--- config.mk ---
export PLATFORM = sky130hd
export DESIGN_NAME = keypad_scan_flat
export DESIGN_NICKNAME = d
export VERILOG_FILES = /design/src/rtl/calc_pkg.sv /design/src/rtl/keypad_scan_if.sv /design/src/rtl/key_debounce.sv /design/src/rtl/keypad_scan.sv /design/src/flat_wrapper.sv
export SDC_FILE = /design/constraint.sdc
export NUM_CORES = 1
export LEC_CHECK = 0
export ABC_AREA = 1
export BUFFER_PORTS_ARGS = -buffer_cell sky130_fd_sc_hd__buf_2
export CAP_MARGIN = 15
export CORE_MARGIN = 2
export CORE_UTILIZATION = 55
export CTS_CLUSTER_SIZE = 30
export DETAILED_ROUTE_END_ITERATION = 7
export GPL_TIMING_DRIVEN = 0
export MAX_ROUTING_LAYER = met4
export PLACE_DENSITY = 0.8
export SLEW_MARGIN = 30
export SYNTH_ARGS = -nofsm -noshare
export SYNTH_HDL_FRONTEND = slang
export SYNTH_SLANG_ARGS = --single-unit
export TNS_END_PERCENT = 30
--- constraint.sdc ---
create_clock -name clock -period 2 [get_ports clock]
set_input_delay 0.6 -clock clock [delete_from_list [all_inputs] [get_ports clock]]
set_output_delay 0.6 -clock clock [all_outputs]
set_load 0.02 [all_outputs]
--- src/rtl/calc_pkg.sv ---
// ----------------------------------------------------------------------------
// calc_pkg
// Definitions shared by the keypad scanner and the calculator core, so both
// agree on the command encoding.
//   scan_state_t : keypad scanner FSM states
//   CMD_*        : operator command codes (digits encode as their value)
//   KEY_MAP      : 16-entry key-to-command table, indexed by {row, col}
//   key_code()   : KEY_MAP lookup from a row/column pair
//   lowest_low() : index of the lowest-numbered active-low row
// ----------------------------------------------------------------------------
package calc_pkg;

    typedef enum logic [2:0] {
        SCAN,
        DEBOUNCE,
        EMIT,
        HELD,
        RELEASE
    } scan_state_t;

    localparam logic [3:0] CMD_ADD = 4'b1010;
    localparam logic [3:0] CMD_SUB = 4'b1011;
    localparam logic [3:0] CMD_MUL = 4'b1100;
    localparam logic [3:0] CMD_D   = 4'b1101;
    localparam logic [3:0] CMD_EQ  = 4'b1110;
    localparam logic [3:0] CMD_CLR = 4'b1111;

    // Physical layout, row 0 at the top, column 0 on the left:
    //   1 2 3 A
    //   4 5 6 B
    //   7 8 9 C
    //   * 0 # D
    localparam logic [3:0] KEY_MAP [16] = '{
        4'h1,    4'h2, 4'h3,   CMD_ADD,
        4'h4,    4'h5, 4'h6,   CMD_SUB,
        4'h7,    4'h8, 4'h9,   CMD_MUL,
        CMD_CLR, 4'h0, CMD_EQ, CMD_D
    };

    function automatic logic [3:0] key_code(input logic [1:0] row, input logic [1:0] col);
        return KEY_MAP[{row, col}];
    endfunction

    // Scanning from the top index down lets the lowest low row win.
    function automatic logic [1:0] lowest_low(input logic [3:0] rows);
        logic [1:0] idx;
        idx = 2'd0;
        for (int i = 3; i >= 0; i--) begin
            if (!rows[i]) begin
                idx = 2'(i);
            end
        end
        return idx;
    endfunction

endpackage

--- src/rtl/keypad_scan_if.sv ---
// ----------------------------------------------------------------------------
// keypad_scan_if
// Command bus from the keypad scanner to the calculator core.
//   cmd       : command code, holds its value between strobes
//   cmd_valid : one-cycle strobe marking a new cmd
//   key_held  : high while an accepted key remains pressed
// Modports: master = keypad scanner (drives), slave = calculator core.
// ----------------------------------------------------------------------------
interface keypad_scan_if;

    logic [3:0] cmd;
    logic       cmd_valid;
    logic       key_held;

    modport master (
        output cmd,
        output cmd_valid,
        output key_held
    );

    modport slave (
        input cmd,
        input cmd_valid,
        input key_held
    );

endinterface

--- src/rtl/key_debounce.sv ---
// ----------------------------------------------------------------------------
// key_debounce
// Two-flop synchronizer for the raw keypad rows plus a stability counter that
// watches one selected row for a required level.
//   clock, reset : clock and asynchronous active-high reset
//   row_in       : raw active-low rows from the keypad pins
//   sel          : which synchronized row the counter watches
//   level        : level being qualified (0 = pressed, 1 = released)
//   count_en     : counter runs only while high, otherwise it is held at zero
//   row_sync     : synchronized rows
//   match        : selected synchronized row currently equals level
//   done         : this cycle is the DEBOUNCE_CYC-th consecutive match
// ----------------------------------------------------------------------------
module key_debounce #(
    parameter int DEBOUNCE_CYC = 20000
) (
    input  logic       clock,
    input  logic       reset,
    input  logic [3:0] row_in,
    input  logic [1:0] sel,
    input  logic       level,
    input  logic       count_en,
    output logic [3:0] row_sync,
    output logic       match,
    output logic       done
);

    localparam int CW = $clog2(DEBOUNCE_CYC + 1);

    logic [3:0]    row_meta_reg;
    logic [3:0]    row_sync_reg;
    logic [CW-1:0] cnt_reg;

    // Synchronizer flops clear to the idle (pulled-up) level so that a reset
    // never looks like every row being pressed at once.
    always_ff @(posedge clock or posedge reset) begin
        if (reset) begin
            row_meta_reg <= 4'hF;
            row_sync_reg <= 4'hF;
            cnt_reg      <= '0;
        end else begin
            row_meta_reg <= row_in;
            row_sync_reg <= row_meta_reg;
            // Any mismatching sample restarts the run of stable cycles.
            if (!count_en || !match || done) begin
                cnt_reg <= '0;
            end else begin
                cnt_reg <= cnt_reg + CW'(1);
            end
        end
    end

    assign row_sync = row_sync_reg;
    assign match    = (row_sync_reg[sel] == level);
    assign done     = count_en && match && (cnt_reg == CW'(DEBOUNCE_CYC - 1));

endmodule

--- src/rtl/keypad_scan.sv ---
// ----------------------------------------------------------------------------
// keypad_scan
// 4x4 matrix keypad scanner producing calculator command codes.
// Columns are driven one-cold; when a row reads low on the last dwell cycle
// of a column, the key is debounced, a single command strobe is issued, and
// the scanner waits for a debounced release before resuming the scan.
//   clock   : single clock, rising edge
//   reset   : asynchronous active-high reset
//   row_in  : keypad rows, active-low, externally pulled up
//   col_out : keypad columns, active-low, one-cold
//   kif     : command bus (cmd, cmd_valid, key_held), master side
// Parameters: SCAN_DIV (cycles per column), DEBOUNCE_CYC (stable cycles for
// press and for release).
// Optional build macro KEY_REPEAT_EN: while a key is held, re-strobe the same
// command after REPEAT_DELAY cycles from the first strobe, then every
// REPEAT_PERIOD cycles until release.
// ----------------------------------------------------------------------------
module keypad_scan
    import calc_pkg::*;
#(
    parameter int SCAN_DIV      = 1000,
    parameter int DEBOUNCE_CYC  = 20000
`ifdef KEY_REPEAT_EN
    ,
    parameter int REPEAT_DELAY  = 4 * DEBOUNCE_CYC,
    parameter int REPEAT_PERIOD = DEBOUNCE_CYC
`endif
) (
    input  logic         clock,
    input  logic         reset,
    input  logic [3:0]   row_in,
    output logic [3:0]   col_out,
    keypad_scan_if.master kif
);

    localparam int DW = (SCAN_DIV > 1) ? $clog2(SCAN_DIV) : 1;

    scan_state_t   state_reg;
    logic [1:0]    col_reg;
    logic [1:0]    row_lat_reg;
    logic [DW-1:0] div_reg;
    logic [3:0]    cmd_reg;
    logic          cmd_valid_reg;
    logic          key_held_reg;

    logic [3:0]    row_sync;
    logic          row_match;
    logic          stable_done;
    logic          count_en;
    logic          want_level;

`ifdef KEY_REPEAT_EN
    localparam int RMAX = (REPEAT_DELAY > REPEAT_PERIOD) ? REPEAT_DELAY : REPEAT_PERIOD;
    localparam int RW   = $clog2(RMAX + 1);

    logic [RW-1:0] rpt_cnt_reg;
    logic          rpt_first_reg;
    logic [RW-1:0] rpt_last;

    // Counter value on the cycle before the next strobe is due; the first
    // repeat waits the longer delay, later ones the shorter period.
    always_comb begin
        rpt_last = rpt_first_reg ? RW'(REPEAT_DELAY - 1) : RW'(REPEAT_PERIOD - 1);
    end
`endif

    // The counter qualifies a low row while debouncing a press and a high row
    // while debouncing the release; in HELD, a mismatch means "let go".
    assign count_en   = (state_reg == DEBOUNCE) || (state_reg == RELEASE);
    assign want_level = (state_reg == RELEASE);

    key_debounce #(
        .DEBOUNCE_CYC(DEBOUNCE_CYC)
    ) u_debounce (
        .clock    (clock),
        .reset    (reset),
        .row_in   (row_in),
        .sel      (row_lat_reg),
        .level    (want_level),
        .count_en (count_en),
        .row_sync (row_sync),
        .match    (row_match),
        .done     (stable_done)
    );

    // Column decode straight from the column register, so reset forces
    // col_out to column 0 without waiting for a clock edge.
    genvar gi;
    generate
        for (gi = 0; gi < 4; gi++) begin : g_col
            assign col_out[gi] = (col_reg != 2'(gi));
        end
    endgenerate

    always_ff @(posedge clock or posedge reset) begin
        if (reset) begin
            state_reg     <= SCAN;
            col_reg       <= 2'd0;
            row_lat_reg   <= 2'd0;
            div_reg       <= '0;
            cmd_reg       <= 4'h0;
            cmd_valid_reg <= 1'b0;
            key_held_reg  <= 1'b0;
`ifdef KEY_REPEAT_EN
            rpt_cnt_reg   <= '0;
            rpt_first_reg <= 1'b1;
`endif
        end else begin
            cmd_valid_reg <= 1'b0;
            case (state_reg)
                SCAN: begin
                    if (div_reg == DW'(SCAN_DIV - 1)) begin
                        div_reg <= '0;
                        if (row_sync != 4'hF) begin
                            // Column stays frozen in col_reg until the key
                            // has been released.
                            row_lat_reg <= lowest_low(row_sync);
                            state_reg   <= DEBOUNCE;
                        end else begin
                            col_reg <= col_reg + 2'd1;
                        end
                    end else begin
                        div_reg <= div_reg + DW'(1);
                    end
                end

                DEBOUNCE: begin
                    if (!row_match) begin
                        // Bounce or glitch: drop it silently and move on.
                        state_reg <= SCAN;
                        col_reg   <= col_reg + 2'd1;
                    end else if (stable_done) begin
                        state_reg     <= EMIT;
                        cmd_valid_reg <= 1'b1;
                        cmd_reg       <= key_code(row_lat_reg, col_reg);
`ifdef KEY_REPEAT_EN
                        rpt_cnt_reg   <= '0;
                        rpt_first_reg <= 1'b1;
`endif
                    end
                end

                EMIT: begin
                    state_reg    <= HELD;
                    key_held_reg <= 1'b1;
`ifdef KEY_REPEAT_EN
                    rpt_cnt_reg  <= rpt_cnt_reg + RW'(1);
`endif
                end

                HELD: begin
                    if (!row_match) begin
                        state_reg    <= RELEASE;
                        key_held_reg <= 1'b0;
`ifdef KEY_REPEAT_EN
                    end else if (rpt_cnt_reg == rpt_last) begin
                        // cmd_reg still holds the original code.
                        cmd_valid_reg <= 1'b1;
                        rpt_cnt_reg   <= '0;
                        rpt_first_reg <= 1'b0;
                    end else begin
                        rpt_cnt_reg <= rpt_cnt_reg + RW'(1);
`endif
                    end
                end

                RELEASE: begin
                    if (stable_done) begin
                        state_reg <= SCAN;
                        col_reg   <= col_reg + 2'd1;
                    end
                end

                default: begin
                    state_reg <= SCAN;
                end
            endcase
        end
    end

    assign kif.cmd       = cmd_reg;
    assign kif.cmd_valid = cmd_valid_reg;
    assign kif.key_held  = key_held_reg;

endmodule

--- src/flat_wrapper.sv ---
// flat-port wrapper written by rule: the top's interface ports become plain ports
module keypad_scan_flat import calc_pkg::*;
#(
    parameter int SCAN_DIV      = 1000,
    parameter int DEBOUNCE_CYC  = 20000

)
  (clock, reset, row_in, col_out, kif_cmd, kif_cmd_valid, kif_key_held);
  keypad_scan_if kif_i ();
  input  logic clock;
  input  logic reset;
  input  logic [3:0] row_in;
  output logic [3:0] col_out;
  output wire logic [$bits(kif_i.cmd)-1:0] kif_cmd;
  output wire logic [$bits(kif_i.cmd_valid)-1:0] kif_cmd_valid;
  output wire logic [$bits(kif_i.key_held)-1:0] kif_key_held;
  assign kif_cmd = kif_i.cmd;
  assign kif_cmd_valid = kif_i.cmd_valid;
  assign kif_key_held = kif_i.key_held;
  keypad_scan #(.SCAN_DIV(SCAN_DIV), .DEBOUNCE_CYC(DEBOUNCE_CYC)) u_core (.clock(clock), .reset(reset), .row_in(row_in), .col_out(col_out), .kif(kif_i));
endmodule
## Word level (Yosys, flattened, before mapping)

Memory sizes are Yosys's and may differ from the RTL's. A register that Yosys moved wholly into a read port is not among the register bits.
Cells that the tools add are included.
Widths: inputs -> output; s select.

| operators by class | value |
|---|---|
| eq/ne operators | 18 |
| mux-type cells | 25 |
| bitwise operators | 1 |
| shift-type cells | 0 |
| magnitude comparators | 1 |
| add/sub/neg operators | 3 |
| reductions and logical operators | 16 |
| divide/modulo/power cells | 0 |
| $mul | 0 |

Operator list:

| operator | number |
|---|---|
| $mux 3 | 6 |
| $mux 2 | 8 |
| $add 15x1->15 const B | 1 |
| $eq 15x15->1 const B | 1 |
| $mux 15 | 1 |
| $pmux 3 s5 | 1 |
| $add 10x1->10 const B | 1 |
| $eq 10x10->1 const B | 1 |
| $mux 10 | 1 |
| $ne 2x2->1 const B | 5 |
| $reduce_and 5->1 | 2 |
| $ne 2x1->1 const B | 4 |
| $eq 3x2->1 const B | 2 |
| $pmux 2 s3 | 1 |
| $reduce_and 3->1 | 2 |
| $mux 1 | 5 |
| $not 4->5 | 1 |
| $ne 4x4->1 const B | 1 |
| $reduce_bool 2->1 | 2 |
| $eq 3x1->1 const B | 1 |
| $eq 3x3->1 const B | 1 |
| $logic_not 3->1 | 1 |
| $logic_or 1x1->1 | 3 |
| $lt 2x3->1 const B | 1 |
| 9 further kinds | 11 |

| storage, ports and cells | value |
|---|---|
| register bits | 42 |
| output and inout port bits | 10 |
| memory bits (writable) | 0 |
| memories | 1 |
| ROM bits | 64 |
| bits in latches | 0 |

Memories:

| name | words | bits a word | read ports | clocked after Yosys merged registers in | write ports | RTL line | source |
|---|---|---|---|---|---|---|---|
| (name not given) | 16 | 4 | 1 | 1 | 0 | calc_pkg.sv:41 | `return KEY_MAP[{row, col}];` |

## Depth between registers and ports, before layout

| depth | value |
|---|---|
| depth after elaboration | 8 |
| gate-level depth with buffers | 11 |
| mapped depth without buffers | 11 |

## Cells and area by module

Synthesis repeated with hierarchy kept, for this count alone.

| unflattened totals | value |
|---|---|
| cells, all modules | 310 |
| area total of the unflattened synthesis | 2537.4 µm² |

Modules (own cells, without submodules):

| module | area each (µm²) | instances | cells an instance |
|---|---|---|---|
| keypad_scan | 1432.6 | 1 | 192 |
| key_debounce | 1104.8 | 1 | 118 |

## Least setup slack after synthesis

No wires, ideal clock.

| path | value |
|---|---|
| kind | reg-to-reg |
| from | reg u_core.u_debounce.cnt_reg[0] |
| to | reg u_core.cmd_reg[0] (netlist: u_core.kif.cmd[0]) |
| setup slack | 432 ps |
| clock period less this slack | 1568 ps |
| library setup time | 122 ps |
| cell stages (with the launch flop) | 11 |
| arrival time | 1446 ps |
| required time | 1878 ps |
| cell sequence | dfrtp_1 -> ha_1 -> nand2_2 -> nor2_4 -> nand2_2 -> nor2_4 -> nand3_2 -> nor2_2 -> inv_2 -> nand2_1 -> o21ai_2 |

| between the ends | value |
|---|---|
| word-level cells in the longest chain between the ends | 3 |

Ends and longest elaborated chain:

| element | RTL line | source |
|---|---|---|
| from (decl) | key_debounce.sv:32 | `logic [CW-1:0] cnt_reg;` |
| from (signal assigned) | key_debounce.sv:48 | `cnt_reg <= cnt_reg + CW'(1);` |
| $eq 15x15->1 | key_debounce.sv:55 | `assign done = count_en && match && (cnt_reg == CW'(DEBOUNCE_CYC - 1));` |
| $logic_and 1x1->1 | key_debounce.sv:55 |  |
| $reduce_and 3->1 (no source line) | - |  |
| to (decl) | keypad_scan.sv:42 | `logic [3:0] cmd_reg;` |

No other way between the ends.
A chain may end at the register's enable or synchronous reset.

## Worst setup path after layout

| path | value |
|---|---|
| from | reg u_core.col_reg[1] |
| to | out col_out[1] |

| between the ends | value |
|---|---|
| word-level cells in the longest chain between the ends | 1 |

Ends and longest elaborated chain:

| element | RTL line | source |
|---|---|---|
| from (decl) | keypad_scan.sv:39 | `logic [1:0] col_reg;` |
| from (signal assigned) | keypad_scan.sv:120 | `col_reg <= col_reg + 2'd1;` |
| from (signal assigned) | keypad_scan.sv:131 | `col_reg <= col_reg + 2'd1;` |
| from (signal assigned) | keypad_scan.sv:170 | `col_reg <= col_reg + 2'd1;` |
| $ne 2x1->1 | keypad_scan.sv:91 | `assign col_out[gi] = (col_reg != 2'(gi));` |
| to (decl) | flat_wrapper.sv:13 | `output logic [3:0] col_out;` |

No other way between the ends.

==> run metrics <==
storage element area=0.00116 sq mm; Layout Cells excl Fill=371; worst-margin pin slew=0.605 ns; most frequent cells in the layout=nand2_1 (68), dfrtp_1 (38), inv_1 (35); Data required, critical path=1.40 ns; hpwl dp=3260 microns; row count=24; maximum buffer depth of the clock tree=2; peak supply drop=0.000502 V; WL final=4250 microns; grt met1 use=27.9%; # fillers=375; gp weighted congestion=0.830; reg-to-reg endpoint=u_core.col_reg[1]$_DFFE_PP0P_; Hold Vio Cnt, Final=0; Layout area overhead=10.8%; r2r setup slk=0.29 ns; synthesis-stage register bit count=46; die area=0.00496 sq mm; CP startpoint=u_core.col_reg[1]$_DFFE_PP0P_; post-synthesis cell area=0.00243 sq mm; Final #Nets=332; Crit path depth=4; Multi-input gate area=0.00109 sq mm; fin crit share=94.4%; Worst path top cell family by delay=flip-flops; share of layout cells above drive strength 1=19.4%; Arr. time, crit path=1.29 ns; chip height=70.4 microns; Largest register FFs=15; shortest period the worst path allows=1.89 ns; syn avg cell area=8.22 sq um; # setup viols final=0; critical path capture point=col_out[1]; leakage power=1.26 nW; Post-CTS Resized=0; post-DR wirelength/cell=11.5 microns; GR Overflow Total=0; remaining antenna violation count=0; RSZ-0062 raised after global routing=false; clk slew on worst S/H paths=0.09 ns; post-CTS setup buffers=0; R2R cell count=10; Max stage delay on crit path=0.45 ns; vias in the first global route=1833; Antenna Cells=0; CTS tree=built; Unique masters post-synth=31; io pins=16; crit path cell chain=inv_1 -> ha_1 -> inv_1 -> buf_2; CTS Hold Bufs=0; clock skew=0.0125 ns; status=completed; All-Layer GR Usage=20.3%; max-cap check violation count=0; DP Cell Count=363; Buf/Inv on CP=3; pre-CTS WS=0.294 ns; Worst setup SP type=flop; initial antenna violation count=0; Worst Path Max Fanout=6; crit path kind=reg -> out; Worst Hold Class=reg -> reg; Syn. warnings=0; Mapped Cells=295; post-synth net total=309; Max Freq=529 MHz; global-route wire length before repair=7890 microns; final worst slack=0.111 ns; met3 Track Usage GR=4.47%; max-slew violation count=0; largest net degree at the start of global routing=28; Skew-Pair Late Insertion Delay=0.29 ns; crit end category=primary output; GR peak layer=met2; sequential share of the synthesized area=47.9%; vias per cell=5.18; CTS buffer count=5; most used cell, CP=inv_1; total power=1.57 mW; DRT iter0 DRCs=95; DRC viols=0; Initial Util=56.5%; CTS H-Tree Depth=2; # port buffers=15; R2R Path Start=u_core.u_debounce.cnt_reg[0]$_DFF_PP0_; CP max stage cell=dfrtp_1; Max-slew headroom=59.6%; grt met2 use=31.2%; commonest non-fill, non-tap cell in the layout=nand2_1; CTS root buf=clkbuf_8; Core ar.=0.00429 sq mm; PD cells=583 mW/mm^2; via count=1920; drt pass-1 iters=4; DIE WIDTH=70.4 microns; Clock Sinks=46
final cells by class:
class                   count  share of cell area, %
flip-flops and latches     46                   43.2
clock buffers               6                   3.07
well taps                  52                   2.42
clock inverters             2                  0.465
repair buffers             16                   3.82
multi-input cells         204                   40.4
inverters                  42                   5.86
plain buffers               3                  0.745
power breakdown:
part	total (mW)	leakage (nW)	internal (mW)	switching, mW
sequential	0.950	0.601	0.944	0.00573
combinational	0.0376	0.615	0.0123	0.0253
clock	0.580	0.0472	0.278	0.302
total	1.57	1.26	1.23	0.333
per-layer routing:
metal,wire (microns),vias up
met5,0,-
met2,1950,36
met1,2110,884
met3,175,2
li1,-,998
met4,18,0
worst register-to-register path, stage by stage (launching register included):
cell and delay, ns:
dfrtp_1 0.38, ha_1 0.19, nand2_2 0.09, nor2_4 0.18, nand2_2 0.08, nor2_4 0.20, nand3_2 0.12, nand2_2 0.14
nand3_1 0.11, nand2_1 0.07, nand2_1 0.05
worst min path at each step:
stage	start	depth (start not counted)	endpoint
2_1_floorplan	u_core.u_debounce.row_meta_reg[0]$_DFF_PP1_	0	u_core.u_debounce.row_sync[0]$_DFF_PP1_
3_3_place_gp	u_core.u_debounce.row_meta_reg[0]$_DFF_PP1_	0	u_core.u_debounce.row_sync[0]$_DFF_PP1_
3_5_place_dp	u_core.u_debounce.row_meta_reg[1]$_DFF_PP1_	0	u_core.u_debounce.row_sync[1]$_DFF_PP1_
4_1_cts	u_core.u_debounce.row_meta_reg[1]$_DFF_PP1_	0	u_core.u_debounce.row_sync[1]$_DFF_PP1_
5_1_grt	u_core.u_debounce.row_meta_reg[2]$_DFF_PP1_	0	u_core.u_debounce.row_sync[2]$_DFF_PP1_
6_report	u_core.u_debounce.row_meta_reg[1]$_DFF_PP1_	0	u_core.u_debounce.row_sync[1]$_DFF_PP1_
cell usage after synthesis:
master / instances / area share (%)
o211ai_1: 1 / 0.31
a31oi_1: 1 / 0.26
a211oi_1: 1 / 0.31
nor2_2: 1 / 0.26
nand2_4: 1 / 0.46
o21ai_2: 3 / 1.1
nor2_1: 30 / 4.6
nor2_8: 1 / 0.83
o21ai_1: 4 / 0.83
buf_4: 2 / 0.62
nand3_2: 1 / 0.41
or2_2: 1 / 0.26
inv_1: 36 / 5.6
inv_2: 6 / 0.93
buf_2: 1 / 0.21
nand2_2: 6 / 1.5
o22ai_1: 3 / 0.77
nor3_2: 4 / 1.7
a21oi_1: 12 / 2.5
nand4_1: 9 / 2.3
nor3_1: 6 / 1.2
o21ai_0: 11 / 2.3
xnor2_1: 1 / 0.36
xor2_1: 5 / 1.8
o311a_1: 1 / 0.41
nor2_4: 2 / 0.93
dfstp_2: 8 / 8.7
nand2_1: 68 / 11
ha_1: 8 / 4.1
nand3_1: 23 / 4.7
dfrtp_1: 38 / 39
metrics by stage:
| stage | hold slack (ns) | utilization, % | instance area, sq um | TNS, ns |
|---|---|---|---|---|
| 3_5_place_dp | 0.347 | 60.4 | 2590 | 0 |
| 3_3_place_gp | 0.347 | 59.8 | 2570 | -9.06 |
| 4_1_cts | 0.359 | 62.6 | 2690 | 0 |
| 6_report | 0.357 | 62.6 | 2690 | 0 |
| 2_1_floorplan | 0.345 | - | 2430 | 0 |
| 5_1_grt | 0.365 | 62.6 | 2690 | 0 |
kinds of logic (layout without fill, tap and decap cells):
logic type | count (synthesis) | count (layout) | share of synthesized area [%]
buf+inv | 45 | 69 | 7.32
simple gates | 153 | 153 | 29.8
compound gates | 37 | 37 | 8.72
fa+ha+maj | 8 | 8 | 4.13
xor+xnor | 6 | 6 | 2.17
flops | 46 | 46 | 47.9
(Power assumes the default switching activity.)
